<file path="src/rtl/mc_ctrl_pkg.sv">
// rtl/mc_ctrl_pkg.sv - shared encodings and opcode constants for the multi-cycle LEGv8 sequencer
//
// Holds the state encoding, the instruction class encoding, the opcode
// constants and masks, the ALUOp values, and a masked-opcode match helper.
package mc_ctrl_pkg;

    localparam int MC_OPC_W = 11;

    typedef enum logic [2:0] {
        ST_FETCH  = 3'd0,
        ST_DECODE = 3'd1,
        ST_EXEC   = 3'd2,
        ST_MEM    = 3'd3,
        ST_WB     = 3'd4,
        ST_TRAP   = 3'd7
    } mc_state_e;

    // CLS_NONE is only the cleared value of the class register; the decoder
    // never produces it.
    typedef enum logic [2:0] {
        CLS_NONE = 3'd0,
        CLS_R    = 3'd1,
        CLS_LD   = 3'd2,
        CLS_ST   = 3'd3,
        CLS_CBZ  = 3'd4,
        CLS_B    = 3'd5,
        CLS_ILL  = 3'd6
    } mc_class_e;

    localparam logic [MC_OPC_W-1:0] OPC_ADD      = 11'b10001011000;
    localparam logic [MC_OPC_W-1:0] OPC_SUB      = 11'b11001011000;
    localparam logic [MC_OPC_W-1:0] OPC_AND      = 11'b10001010000;
    localparam logic [MC_OPC_W-1:0] OPC_ORR      = 11'b10101010000;
    localparam logic [MC_OPC_W-1:0] OPC_LDUR     = 11'b11111000010;
    localparam logic [MC_OPC_W-1:0] OPC_STUR     = 11'b11111000000;
    localparam logic [MC_OPC_W-1:0] OPC_CBZ_VAL  = 11'b10110100000;
    localparam logic [MC_OPC_W-1:0] OPC_CBZ_MASK = 11'b11111111000;
    localparam logic [MC_OPC_W-1:0] OPC_B_VAL    = 11'b00010100000;
    localparam logic [MC_OPC_W-1:0] OPC_B_MASK   = 11'b11111100000;

    localparam logic [1:0] ALUOP_ADD   = 2'b00;
    localparam logic [1:0] ALUOP_PASSB = 2'b01;
    localparam logic [1:0] ALUOP_RTYPE = 2'b10;

    function automatic logic opc_match(input logic [MC_OPC_W-1:0] opc,
                                       input logic [MC_OPC_W-1:0] val,
                                       input logic [MC_OPC_W-1:0] mask);
        return (opc & mask) == (val & mask);
    endfunction

endpackage

</file>
<file path="src/rtl/mc_opcode_decode.sv">
// rtl/mc_opcode_decode.sv - combinational opcode to instruction-class mapper
//
// Ports:
//   opcode   in   instruction bits [31:21]
//   op_class out  decoded class (R, LD, ST, CBZ, B or ILL)
module mc_opcode_decode
    import mc_ctrl_pkg::*;
#(
    parameter int OPC_W = 11
) (
    input  logic [OPC_W-1:0] opcode,
    output mc_class_e        op_class
);

    always_comb begin
        op_class = CLS_ILL;
        if (opcode == OPC_ADD || opcode == OPC_SUB ||
            opcode == OPC_AND || opcode == OPC_ORR) begin
            op_class = CLS_R;
        end else if (opcode == OPC_LDUR) begin
            op_class = CLS_LD;
        end else if (opcode == OPC_STUR) begin
            op_class = CLS_ST;
        end else if (opc_match(opcode, OPC_CBZ_VAL, OPC_CBZ_MASK)) begin
            op_class = CLS_CBZ;
        end else if (opc_match(opcode, OPC_B_VAL, OPC_B_MASK)) begin
            op_class = CLS_B;
        end
    end

endmodule

</file>
<file path="src/rtl/multicycle_control.sv">
// rtl/multicycle_control.sv - multi-cycle FETCH/DECODE/EXEC/MEM/WB sequencer for the LEGv8 datapath
//
// Optional performance counters are built when MC_CTRL_PERF_CNT_EN is defined;
// otherwise cycle_cnt and instr_cnt are tied to 0.
//
// Ports:
//   clk, reset            clock, synchronous active-high reset
//   opcode                instruction bits [31:21] from the IR
//   zero                  ALU zero flag (CBZ outcome)
//   imem_ready/dmem_ready memory handshake completions
//   imem_req, ir_write    fetch request and IR load
//   pc_write, pc_src      PC update and source select
//   reg2loc, alu_src, mem_to_reg, alu_op   datapath selects
//   reg_write, mem_read, mem_write         datapath enables
//   state, illegal, retired                debug state, trap, retire pulse
//   cycle_cnt, instr_cnt                   performance counters
module multicycle_control
    import mc_ctrl_pkg::*;
#(
    parameter int OPC_W = 11,
    parameter int CNT_W = 32
) (
    input  logic             clk,
    input  logic             reset,
    input  logic [OPC_W-1:0] opcode,
    input  logic             zero,
    input  logic             imem_ready,
    input  logic             dmem_ready,
    output logic             imem_req,
    output logic             ir_write,
    output logic             pc_write,
    output logic             pc_src,
    output logic             reg2loc,
    output logic             alu_src,
    output logic             mem_to_reg,
    output logic             reg_write,
    output logic             mem_read,
    output logic             mem_write,
    output logic [1:0]       alu_op,
    output logic [2:0]       state,
    output logic             illegal,
    output logic             retired,
    output logic [CNT_W-1:0] cycle_cnt,
    output logic [CNT_W-1:0] instr_cnt
);

    mc_state_e state_q, state_d;
    mc_class_e class_q, class_d;
    mc_class_e dec_class;
    mc_class_e sel_class;

    logic       imem_req_raw, ir_write_raw, pc_write_raw, pc_src_raw;
    logic       reg2loc_raw, alu_src_raw, mem_to_reg_raw, reg_write_raw;
    logic       mem_read_raw, mem_write_raw, illegal_raw;
    logic [1:0] alu_op_raw;

    mc_opcode_decode #(
        .OPC_W(OPC_W)
    ) u_decode (
        .opcode  (opcode),
        .op_class(dec_class)
    );

    always_ff @(posedge clk) begin
        if (reset) begin
            state_q <= ST_FETCH;
            class_q <= CLS_NONE;
        end else begin
            state_q <= state_d;
            class_q <= class_d;
        end
    end

    // Next state and enables.
    always_comb begin
        state_d        = state_q;
        class_d        = class_q;
        imem_req_raw   = 1'b0;
        ir_write_raw   = 1'b0;
        pc_write_raw   = 1'b0;
        pc_src_raw     = 1'b0;
        mem_to_reg_raw = 1'b0;
        reg_write_raw  = 1'b0;
        mem_read_raw   = 1'b0;
        mem_write_raw  = 1'b0;
        illegal_raw    = 1'b0;
        case (state_q)
            ST_FETCH: begin
                imem_req_raw = 1'b1;
                if (imem_ready) begin
                    ir_write_raw = 1'b1;
                    state_d      = ST_DECODE;
                end
            end
            ST_DECODE: begin
                class_d = dec_class;
                state_d = (dec_class == CLS_ILL) ? ST_TRAP : ST_EXEC;
            end
            ST_EXEC: begin
                case (class_q)
                    CLS_R:          state_d = ST_WB;
                    CLS_LD, CLS_ST: state_d = ST_MEM;
                    CLS_CBZ: begin
                        pc_write_raw = 1'b1;
                        pc_src_raw   = zero;
                        state_d      = ST_FETCH;
                    end
                    CLS_B: begin
                        pc_write_raw = 1'b1;
                        pc_src_raw   = 1'b1;
                        state_d      = ST_FETCH;
                    end
                    default:        state_d = ST_TRAP;
                endcase
            end
            ST_MEM: begin
                case (class_q)
                    CLS_LD: begin
                        mem_read_raw = 1'b1;
                        if (dmem_ready) begin
                            state_d = ST_WB;
                        end
                    end
                    CLS_ST: begin
                        mem_write_raw = 1'b1;
                        // A store has no writeback, so it retires on the
                        // cycle the data memory accepts it.
                        if (dmem_ready) begin
                            pc_write_raw = 1'b1;
                            state_d      = ST_FETCH;
                        end
                    end
                    default: state_d = ST_TRAP;
                endcase
            end
            ST_WB: begin
                reg_write_raw  = 1'b1;
                pc_write_raw   = 1'b1;
                mem_to_reg_raw = (class_q == CLS_LD);
                state_d        = ST_FETCH;
            end
            ST_TRAP: begin
                illegal_raw = 1'b1;
            end
            default: begin
                state_d = ST_FETCH;
            end
        endcase
    end

    // The class register only updates at the end of DECODE, so during DECODE
    // itself the selects come straight from the decoder.
    assign sel_class = (state_q == ST_DECODE) ? dec_class : class_q;

    // Datapath selects: held from DECODE until the instruction ends, 0 in FETCH/TRAP.
    always_comb begin
        reg2loc_raw = 1'b0;
        alu_src_raw = 1'b0;
        alu_op_raw  = ALUOP_ADD;
        if (state_q != ST_FETCH && state_q != ST_TRAP) begin
            case (sel_class)
                CLS_LD: begin
                    alu_src_raw = 1'b1;
                    alu_op_raw  = ALUOP_ADD;
                end
                CLS_ST: begin
                    alu_src_raw = 1'b1;
                    alu_op_raw  = ALUOP_ADD;
                    reg2loc_raw = 1'b1;
                end
                CLS_CBZ: begin
                    alu_op_raw  = ALUOP_PASSB;
                    reg2loc_raw = 1'b1;
                end
                CLS_R: begin
                    alu_op_raw  = ALUOP_RTYPE;
                end
                default: begin
                    alu_op_raw  = ALUOP_ADD;
                end
            endcase
        end
    end

    // Every output is forced low in a reset cycle, which also suppresses a
    // pc_write from an instruction that is being abandoned.
    assign imem_req   = imem_req_raw   & ~reset;
    assign ir_write   = ir_write_raw   & ~reset;
    assign pc_write   = pc_write_raw   & ~reset;
    assign pc_src     = pc_src_raw     & ~reset;
    assign reg2loc    = reg2loc_raw    & ~reset;
    assign alu_src    = alu_src_raw    & ~reset;
    assign mem_to_reg = mem_to_reg_raw & ~reset;
    assign reg_write  = reg_write_raw  & ~reset;
    assign mem_read   = mem_read_raw   & ~reset;
    assign mem_write  = mem_write_raw  & ~reset;
    assign illegal    = illegal_raw    & ~reset;
    assign alu_op     = reset ? 2'b00 : alu_op_raw;
    assign state      = reset ? 3'd0  : state_q;
    assign retired    = pc_write;

`ifdef MC_CTRL_PERF_CNT_EN
    logic [CNT_W-1:0] cycle_cnt_q, cycle_cnt_d;
    logic [CNT_W-1:0] instr_cnt_q, instr_cnt_d;

    always_comb begin
        cycle_cnt_d = cycle_cnt_q + {{(CNT_W-1){1'b0}}, 1'b1};
        instr_cnt_d = instr_cnt_q + {{(CNT_W-1){1'b0}}, pc_write_raw};
    end

    always_ff @(posedge clk) begin
        if (reset) begin
            cycle_cnt_q <= '0;
            instr_cnt_q <= '0;
        end else begin
            cycle_cnt_q <= cycle_cnt_d;
            instr_cnt_q <= instr_cnt_d;
        end
    end

    assign cycle_cnt = reset ? '0 : cycle_cnt_q;
    assign instr_cnt = reset ? '0 : instr_cnt_q;
`else
    assign cycle_cnt = '0;
    assign instr_cnt = '0;
`endif

endmodule

</file>
<file path="config.mk">
export PLATFORM = sky130hd
export DESIGN_NAME = multicycle_control
export DESIGN_NICKNAME = d
export VERILOG_FILES = /design/src/rtl/mc_ctrl_pkg.sv /design/src/rtl/mc_opcode_decode.sv /design/src/rtl/multicycle_control.sv
export SDC_FILE = /design/constraint.sdc
export NUM_CORES = 1
export LEC_CHECK = 0
export BUFFER_PORTS_ARGS = -buffer_cell sky130_fd_sc_hd__buf_2
export CAP_MARGIN = 20
export CORE_MARGIN = 8
export CORE_UTILIZATION = 39
export DETAILED_ROUTE_END_ITERATION = 8
export PLACE_DENSITY = 0.87
export SLEW_MARGIN = 40
export SYNTH_ARGS = -nofsm -noshare
export SYNTH_HDL_FRONTEND = slang
export SYNTH_SLANG_ARGS = --single-unit
</file>
<file path="constraint.sdc">
create_clock -name clk -period 1.7 [get_ports clk]
set_input_delay 0.085 -clock clk [delete_from_list [all_inputs] [get_ports clk]]
set_output_delay 0.085 -clock clk [all_outputs]
set_load 0.05 [all_outputs]
</file>
==> results.json <==
{
  "status": "complete, but fails checks",
  "violations": "negative setup slack",
  "vias": 1019,
  "wl_met3_um": 273,
  "ir_drop_uv": 1148,
  "drive_gt1_share_pct": 39.51,
  "p_leak_nw": 0.7601,
  "ys_seq_elements": 6,
  "rsz0062_at_grt": "true",
  "max_freq_mhz": 520.9,
  "min_from": "reset",
  "async_flop_share_pct": 0,
  "worstRegToRegCells": 6,
  "worst-path-buf-inv": 1,
  "pin_count": 97,
  "ctsHoldBuffers": 0,
  "finalCriticalPeriod_ns": 1.920,
  "synth_edf_count": 0,
  "yosys_warnings": 0,
  "postRouteAntennaNets": 0,
  "worst_path_max_delay_cell": "or3_4",
  "grt_antenna_before_repair": 0,
  "dp_hpwl_um": 2347,
  "insertion_delay_ns": 0.24,
  "max_stage_delay_ns": 0.34,
  "core_area_mm2": 0.002781,
  "r2r-start": "state_q[1]",
  "post-synth-top-count-cell": "buf_4",
  "portBuffers": 32,
  "fin_skew_ns": 0.007327,
  "whs_path_depth": 2,
  "synth_commonest_cells": "buf_4 (65), nor2_1 (13), dfxtp_1 (6)",
  "cts_made_buffers": 3,
  "dr_wl_met2_um": 1471,
  "synth_cells": 154,
  "max-cap-violations": 0,
  "antenna_cells": 0,
  "fin_crit_sh_pct": 112.9,
  "firstDrtPassIters": 4,
  "grt_start_max_net_pins": 13,
  "detail_route.wl_per_cell_um": 12.01,
  "synth.area.top_cells": "buf_4 (43%), dfxtp_1 (11%), nor2_1 (4.3%)",
  "start_kind": "register",
  "first_global_vias": 1093,
  "grt_usage_pct": 11.16,
  "pwr_density_cell_mw_per_mm2": 1652,
  "root_buffer": "clkbuf_4",
  "clock-sinks": 6,
  "drc": 0,
  "dieArea_mm2": 0.004921,
  "die_h_um": 70.15,
  "avgSynthCellArea_um2": 7.426,
  "grt_first_pass_wirelength_um": 4761,
  "met1_length_um": 1089,
  "finalPower_w": 0.002406,
  "ys_types": 38,
  "end_kind": "output port",
  "crit_arrival_ns": 1.83,
  "finalSetupViolCount": 7,
  "drv_slew": 0,
  "synth_area_mm2": 0.001144,
  "rr_endpoint": "state_q[0]",
  "drtIter0Drc": 22,
  "top_layer": "met3",
  "crit_type": "register to output port",
  "hold_class": "primary input to register",
  "synth_top_cell_by_area": "buf_4",
  "rows": 19,
  "die_x_um": 70.15,
  "clockBufferDepth": 2,
  "avgViaCountPerCell": 4.318,
  "tns_ns": -0.6096,
  "r2r_slack_ns": 0.08,
  "worstPathMaxFanout": 6,
  "overflow": 0,
  "ys.flop_type": "dfxtp_1",
  "critPathRequiredTime_ns": 1.62,
  "cts.clk_slew.worst_paths_ns": 0.05,
  "netlist.area_leader.share_pct": 42.67,
  "area_delta_synth_final_pct": 27.35,
  "cp_top_family": "simple AND/OR/NAND/NOR gates",
  "nets": 223,
  "cts_tree": "yes",
  "ys_seq_area_share_pct": 10.50,
  "whs_endpoint": "class_q[2]",
  "fin_ws_ns": -0.2197,
  "hold_viol": 0,
  "cts_max_level": 1,
  "path_cells": "nor3b_4 -> a21boi_4 -> a31oi_4 -> or3_4 -> a21oi_4 -> buf_6",
  "start_util_pct": 41.12,
  "globalplace.congestion": 0.7779,
  "postRouteWirelength_um": 2834
}
## layer usage
| layer | global-route usage (%) | vias to the layer above |
|---|---|---|
| li1 | - | 494 |
| met1 | 11.17 | 468 |
| met2 | 19.90 | 57 |
| met3 | 6.356 | 0 |
| met4 | 1.786 | 0 |
| met5 | 0 | - |
## area by class of cell
class / count / area [µm²]
clock buffers: 3 / 22.52
fillers: 254 / 1325
inverters: 3 / 11.26
multi-input cells: 139 / 854.6
flip-flops and latches: 6 / 123.9
well taps: 31 / 38.79
repair buffers: 54 / 405.4
## power by group
part | internal [W] | total (W) | switching (W)
Sequential | 0.000214 | 0.000274 | 0.0000598
Combinational | 0.000783 | 0.00201 | 0.00122
Clock | 0.0000795 | 0.000126 | 0.0000470
Total | 0.00108 | 0.00241 | 0.00133
## flip-flops by register name, summed over array words and instances (netlist names)
signal and cells:
class_q 3, state_q 3
## placed cells by master, fill, tap and decap left out, types with 2 or more instances in the layout
master    instances
buf_8             2
nand2_1           3
a21oi_1           4
and4bb_1          2
conb_1           64
a31oi_1           2
nor2_1           11
inv_1             2
nand3_1           3
buf_6            10
dfxtp_2           3
nor3_2            2
buf_4            21
nor3_1            2
o21bai_1          2
buf_2            21
nor2b_1           5
or3_4             3
nor4_4            2
and3_1            4
nand2b_1          3
clkbuf_4          3
dfxtp_1           3
## stage by stage
| stage | cell area [µm²] | utilization (%) | hold WS, ns | std cells | setup slack, ns |
|---|---|---|---|---|---|
| final | 1456 | 52.36 | 0.1759 | 236 | -0.2197 |
| after global routing | 1456 | 52.36 | 0.1867 | 236 | -0.3128 |
| after CTS | 1430 | 51.42 | 0.1750 | 234 | -0.2480 |
| after detailed placement | 1285 | 46.20 | 0.4343 | 227 | -0.07036 |
| after global placement | 1285 | 46.20 | 0.4252 | 227 | -0.03465 |
| after floorplan | 1483 | - | 0.3351 | 217 | -0.1054 |
## cells by family (layout without fill, tap and decap cells)
kind of cell,count (synthesis),after routing,share of synthesized area [%]
DFF,6,6,10.50
buffers and inverters,72,60,45.62
and+or+nand+nor,55,55,30.74
other,1,64,0.3279
AOI/OAI and AO/OA,19,19,11.93
muxes,1,1,0.8753
## worst max-delay path by stage
stage	from	to	slack (ns)	cells past startpoint
after CTS	state_q[2]	reg2loc	-0.25	6
after detailed placement	state_q[1]	reg2loc	-0.07	6
final	state_q[1]	reg2loc	-0.22	6
after global routing	state_q[1]	reg2loc	-0.31	6
after floorplan	state_q[2]	reg2loc	-0.11	6
after global placement	state_q[1]	reg2loc	-0.03	6
## repair_timing
| item | in CTS | in global routing |
|---|---|---|
| resized for setup | 29 | 6 |
| setup endpoints to repair | 9 | 16 |
| pin swaps | 6 | 7 |
| buffers inserted | 4 | 3 |
Note: power is estimated with default switching activity, not from simulation.
